==> src/rtl/calc_pkg.sv <==
// Shared types and constants for the calculator display stage.
//   status encodings, 4-bit glyph codes and the 7-bit active-low segment type.
package calc_pkg;

  typedef logic [1:0] status_t;
  localparam status_t ST_ERRO    = 2'b00;
  localparam status_t ST_OCUPADO = 2'b01;
  localparam status_t ST_PRONTO  = 2'b10;
  localparam status_t ST_IMPRIME = 2'b11;

  // Glyph codes: 0..9 are the decimal digits, the rest are special glyphs.
  typedef logic [3:0] glyph_t;
  localparam glyph_t GLY_E     = 4'hA;
  localparam glyph_t GLY_R     = 4'hB;
  localparam glyph_t GLY_BLANK = 4'hF;

  // Segments {g,f,e,d,c,b,a}, active-low.
  typedef logic [6:0] seg_t;
  localparam seg_t SEG_BLANK = 7'h7F;

  // Non-BCD data from the core is kept as a blank digit.
  function automatic glyph_t to_glyph(input logic [3:0] d);
    return (d > 4'd9) ? GLY_BLANK : glyph_t'(d);
  endfunction

endpackage

==> src/rtl/seg7_decoder.sv <==
// Combinational glyph code to active-low 7-segment pattern.
//   glyph : glyph code (0..9, GLY_E, GLY_R, anything else blank)
//   seg_c : segments {g,f,e,d,c,b,a}, active-low
module seg7_decoder
  import calc_pkg::*;
(
  input  glyph_t glyph,
  output seg_t   seg_c
);

  always_comb begin
    seg_c = SEG_BLANK;
    case (glyph)
      4'd0:    seg_c = 7'h40;
      4'd1:    seg_c = 7'h79;
      4'd2:    seg_c = 7'h24;
      4'd3:    seg_c = 7'h30;
      4'd4:    seg_c = 7'h19;
      4'd5:    seg_c = 7'h12;
      4'd6:    seg_c = 7'h02;
      4'd7:    seg_c = 7'h78;
      4'd8:    seg_c = 7'h00;
      4'd9:    seg_c = 7'h10;
      GLY_E:   seg_c = 7'h06;
      GLY_R:   seg_c = 7'h2F;
      default: seg_c = SEG_BLANK;
    endcase
  end

endmodule

==> src/rtl/calc_display.sv <==
// Calculator display stage: assembles the core's printed digit stream into a
// shadow buffer, commits it atomically when printing ends, and scans the
// committed digits onto an 8-digit common-anode 7-segment display.
// Optional build macro: LEADING_ZERO_BLANK_EN blanks digits above the most
// significant non-zero committed digit (digit 0 always shown).
//   clock, reset : clock, synchronous active-high reset
//   status       : core status (00 error, 01 busy, 10 ready, 11 printing)
//   data, pos    : BCD digit and print position (1..8 -> digit pos-1)
//   an           : digit enables, active-low
//   seg, dp      : segments {g,f,e,d,c,b,a} and decimal point, active-low
//   frame_done   : one-cycle pulse when the shadow buffer is committed
module calc_display
  import calc_pkg::*;
#(
  parameter int unsigned REFRESH_DIV = 50000,
  parameter int unsigned N_DIGITS    = 8
) (
  input  logic                clock,
  input  logic                reset,
  input  logic [1:0]          status,
  input  logic [3:0]          data,
  input  logic [3:0]          pos,
  output logic [N_DIGITS-1:0] an,
  output logic [6:0]          seg,
  output logic                dp,
  output logic                frame_done
);

  localparam int unsigned CW = (REFRESH_DIV > 1) ? $clog2(REFRESH_DIV) : 1;
  localparam int unsigned IW = $clog2(N_DIGITS);

  status_t       status_q;
  glyph_t        shadow    [N_DIGITS];
  glyph_t        committed [N_DIGITS];
  logic [CW-1:0] refresh_cnt;
  logic [IW-1:0] scan_idx;

  logic          pos_ok_c;
  logic [IW-1:0] wr_idx_c;
  logic          commit_c;
  glyph_t        glyph_c;
  logic          dp_c;
  seg_t          seg_c;

  assign pos_ok_c = (pos >= 4'd1) && (pos <= 4'(N_DIGITS));
  assign wr_idx_c = IW'(pos - 4'd1);
  // Printing just ended cleanly; error/busy after printing aborts the frame.
  assign commit_c = (status_q == ST_IMPRIME) && (status == ST_PRONTO);

  // Status history, digit buffers and commit pulse.
  always_ff @(posedge clock) begin
    if (reset) begin
      status_q   <= ST_PRONTO;
      frame_done <= 1'b0;
      for (int i = 0; i < N_DIGITS; i++) begin
        shadow[i]    <= '0;
        committed[i] <= '0;
      end
    end else begin
      status_q   <= status;
      frame_done <= commit_c;
      if ((status == ST_IMPRIME) && pos_ok_c)
        shadow[wr_idx_c] <= to_glyph(data);
      if (commit_c)
        committed <= shadow;
    end
  end

  // Refresh divider and scan index.
  always_ff @(posedge clock) begin
    if (reset) begin
      refresh_cnt <= '0;
      scan_idx    <= '0;
    end else if (refresh_cnt == CW'(REFRESH_DIV - 1)) begin
      refresh_cnt <= '0;
      scan_idx    <= (scan_idx == IW'(N_DIGITS - 1)) ? '0 : scan_idx + 1'b1;
    end else begin
      refresh_cnt <= refresh_cnt + 1'b1;
    end
  end

`ifdef LEADING_ZERO_BLANK_EN
  logic [IW-1:0] msd_c;

  // Index of the most significant non-zero committed digit (0 if all zero).
  always_comb begin
    msd_c = '0;
    for (int i = 1; i < N_DIGITS; i++)
      if (committed[i] != 4'd0) msd_c = IW'(i);
  end
`endif

  // Mode mux: what the currently scanned digit should show.
  always_comb begin
    glyph_c = committed[scan_idx];
    dp_c    = 1'b1;
    case (status_q)
      ST_ERRO: begin
        if (scan_idx == IW'(2))      glyph_c = GLY_E;
        else if (scan_idx < IW'(2))  glyph_c = GLY_R;
        else                         glyph_c = GLY_BLANK;
      end
      ST_OCUPADO: dp_c = (scan_idx != '0);
      default: ;
    endcase
`ifdef LEADING_ZERO_BLANK_EN
    if ((status_q != ST_ERRO) && (scan_idx > msd_c))
      glyph_c = GLY_BLANK;
`endif
  end

  seg7_decoder u_dec (
    .glyph (glyph_c),
    .seg_c (seg_c)
  );

  // Registered display outputs; dark while in reset.
  always_ff @(posedge clock) begin
    if (reset) begin
      an  <= '1;
      seg <= SEG_BLANK;
      dp  <= 1'b1;
    end else begin
      an  <= ~(N_DIGITS'(1) << scan_idx);
      seg <= seg_c;
      dp  <= dp_c;
    end
  end

endmodule

==> config.mk <==
export PLATFORM = sky130hd
export DESIGN_NAME = calc_display
export DESIGN_NICKNAME = d
export VERILOG_FILES = /design/src/rtl/calc_pkg.sv /design/src/rtl/seg7_decoder.sv /design/src/rtl/calc_display.sv
export SDC_FILE = /design/constraint.sdc
export NUM_CORES = 1
export LEC_CHECK = 0
export ABC_AREA = 0
export CAP_MARGIN = 10
export CORE_MARGIN = 10
export CORE_UTILIZATION = 30
export CTS_CLUSTER_DIAMETER = 100
export DETAILED_ROUTE_END_ITERATION = 12
export DONT_BUFFER_PORTS = 1
export GPL_TIMING_DRIVEN = 0
export PLACE_DENSITY = 0.54
export SYNTH_ARGS = -nofsm -noshare
export SYNTH_HDL_FRONTEND = slang
export SYNTH_SLANG_ARGS = --single-unit
==> constraint.sdc <==
create_clock -name clock -period 2.44 [get_ports clock]
set_input_delay 0.366 -clock clock [delete_from_list [all_inputs] [get_ports clock]]
set_output_delay 0.366 -clock clock [all_outputs]
set_load 0.01 [all_outputs]
==> impl_metrics.ini, run 1 <==
[die]
die-height_um = 141
die_x_um = 141
core_um2 = 14400
start_util_pct = 30.5
die_area_um2 = 19900
ios = 29
fp-row-count = 44

[logic_synthesis]
synth.avg_cell_area_um2 = 9.20
synth_edf_count = 0
netlist_area_um2 = 4400
synth.net_count = 504
yosysWarnings = 0
ys_seq_elements = 102
synthArstFlopShare_pct = 0
yosysSeqAreaShare_pct = 46.5
synth-main-ff-cell = dfxtp_1
syn_inst = 478
synth_cell_types = 50

[place]
port_buffers = 0
finalWeightedCongestion = 0.777
dp_hpwl_um = 7280

[power_and_ir_drop]
leakagePower_nw = 1.85
cellPowerDensity_nw_per_um2 = 668
peakVddDrop_uv = 272
p_total_mw = 3.31

[finish]
drive_gt1_share_pct = 10.5
layout.nets = 517
final_cell_mix = dfxtp_1, nand2_1, nor2_1
antenna_cells = 0
area_growth_pct = 12.9
final_common_cell = dfxtp_1

[sta]
fmax_mhz = 432
finalSetupViolations = 0
period_share_pct = 94.9
fin_crit_ns = 2.32
rsz0062_at_grt = false
hold-worst-slack_ns = 0.122
worst_pin_slew_ns = 0.634
setup-tns-final_ns = 0
fin_skew_ns = 0.00823
drv_slew = 0
max-slew-margin-rel_pct = 57.7
hold_viol_final = 0

[global_route]
grt_overflow = 0
grt_use_total_pct = 9.67
grt_pass1_vias = 3085
antenna_found_initial = 0
grt_pass1_wl_um = 15800
grt_max_degree = 18

[route]
vias = 3184
antenna_left = 0
detailroute.wirelength.met3_um = 447
wire_per_inst_um = 14.1
viasPerCell = 4.68
drt_iter0_markers = 137
wirelength_um = 9620
wl_met2_um = 4180
drtPass1Iterations = 4
wl_met1_um = 4780
top_layer_used = met4
route.detailed.drc = 0

[setup_path]
slowest_delay_ns = 0.41
cp_data_arrival_time_ns = 2.61
cp-start-kind = flop
end_kind = flop
required_ns = 2.73
crit_path_frequent_cell = ha_1
path_max_fanout = 10
cp_cell_sequence = buf_8, inv_1, ha_1, or3_1, o31ai_1, o22ai_2, buf_4, ha_1, and3b_1, o21ai_1, o21a_1
path_class = flop to flop
cpMaxStageDelayCell = dfxtp_4

[clocking]
cts_tree = yes
root_buffer = clkbuf_16
htree_levels = 3
cts_hold_buf = 0
cts_buffers = 9
path_clk_slew_ns = 0.07
clkSinkCount = 102
worst_skew_pair.late_latency_ns = 0.35
clockBufferDepth = 2

[run]
maxCapViolCount = 0

[outcome]
status = finished, final reports clean

[hold_path]
min_path_type = primary input to flop
## registers in the layout (all words and copies together) (netlist names)
signal / cells
committed: 32
shadow: 32
refresh_cnt: 16
an: 8
seg: 7
scan_idx: 3
status_q: 2
dp: 1
frame_done: 1
## cell families (layout without fill, tap and decap cells)
kind of cell | count (synthesis) | after routing | share of synthesized area [%]
and+or+nand+nor | 199 | 199 | 20.6
DFF | 102 | 102 | 46.5
AOI/OAI and AO/OA | 69 | 69 | 11.0
muxes | 40 | 40 | 10.6
buffers and inverters | 38 | 56 | 4.21
xor gates and xnor gates | 16 | 16 | 3.19
adders and majority gates | 14 | 14 | 3.99
## metrics by stage
stage	util [%]	cell area (um^2)	std cells	setup slack [ns]
final	34.4	4960	680	0.124
after global routing	34.4	4960	680	0.0115
after CTS	34.2	4940	678	0.0170
after global placement	32.1	4630	662	-0.113
after detailed placement	32.1	4630	662	-0.115
after floorplan	-	4400	478	0.256
## worst max-delay path, delay by kind of cell (launching register included)
family / cells / cell delay [ns]
AND/OR/NAND/NOR: 2 / 0.55
buffers and inverters: 3 / 0.40
adder cells (fa/ha/maj): 2 / 0.42
AO/OA/AOI/OAI: 4 / 0.47
flip-flops: 1 / 0.41
## power by group
group | total [mW] | switching (mW) | leakage [nW] | internal, mW
clock network | 1.43 | 0.637 | 0.142 | 0.797
registers | 1.71 | 0.0200 | 0.827 | 1.69
logic | 0.173 | 0.108 | 0.885 | 0.0648
## cell type report
| class | count | area [um^2] |
|---|---|---|
| tap | 184 | 230 |
| buffer | 27 | 148 |
| sequential | 102 | 2050 |
| timing repair buffer | 2 | 15.0 |
| clock buffer | 9 | 225 |
| fill | 1480 | 9460 |
| inverter | 11 | 41.3 |
| multi-input combinational | 338 | 2180 |
| clock inverter | 7 | 72.6 |
## path summary, 6_finish.rpt
check | slack, ns | start | endpoint | cells after the start
max | 0.12 | scan_idx[0] | seg[5] | 11
max reg2reg | 0.12 | scan_idx[0] | seg[5] | 11
min reg2reg | 0.45 | committed[15] | committed[15] | 2
min | 0.12 | status[1] | status_q[1] | 1
## timing repair
item,CTS,global route
setup endpoints to repair,4,4
pin swaps,0,1
resized for setup,3,4
setup buffers,0,2
## synth_stat cells, types with 3 or more instances
cell | number | area, um^2
nand4_1 | 4 | 25.0
and3_1 | 5 | 31.3
o21ai_0 | 5 | 25.0
o22ai_1 | 3 | 18.8
xor2_1 | 8 | 70.1
inv_1 | 10 | 37.5
mux2i_1 | 34 | 340
dfxtp_1 | 102 | 2040
ha_1 | 14 | 175
buf_6 | 4 | 45.0
a21oi_1 | 39 | 195
nand2b_1 | 6 | 37.5
nand3_1 | 10 | 50.1
nand2_1 | 91 | 342
nor3_1 | 6 | 30.0
xnor2_1 | 8 | 70.1
o21bai_1 | 4 | 30.0
mux4_2 | 5 | 113
clkbuf_1 | 17 | 63.8
o22ai_2 | 3 | 37.5
nor2_1 | 59 | 221
or2_2 | 3 | 18.8
## per-layer routing
layer / up-vias / GRT usage, %
li1: 1642 / -
met1: 1479 / 12.3
met2: 47 / 15.0
met3: 16 / 2.52
met4: 0 / 4.35
met5: - / 0
Power figures use the tool's default switching activity.
==> inputs of run 2 (changes only) <==
==> constraint.sdc (replaced) <==
create_clock -name clock -period 2.44 [get_ports clock]
set_input_delay 0.366 -clock clock [delete_from_list [all_inputs] [get_ports clock]]
set_output_delay 0.366 -clock clock [all_outputs]
set_load 0.02 [all_outputs]
==> results of run 2 <==
The final DEF is identical to that of run 1. Status: finished, final reports clean.
Main changes from that run: total power 3.31 mW -> 3.32 mW
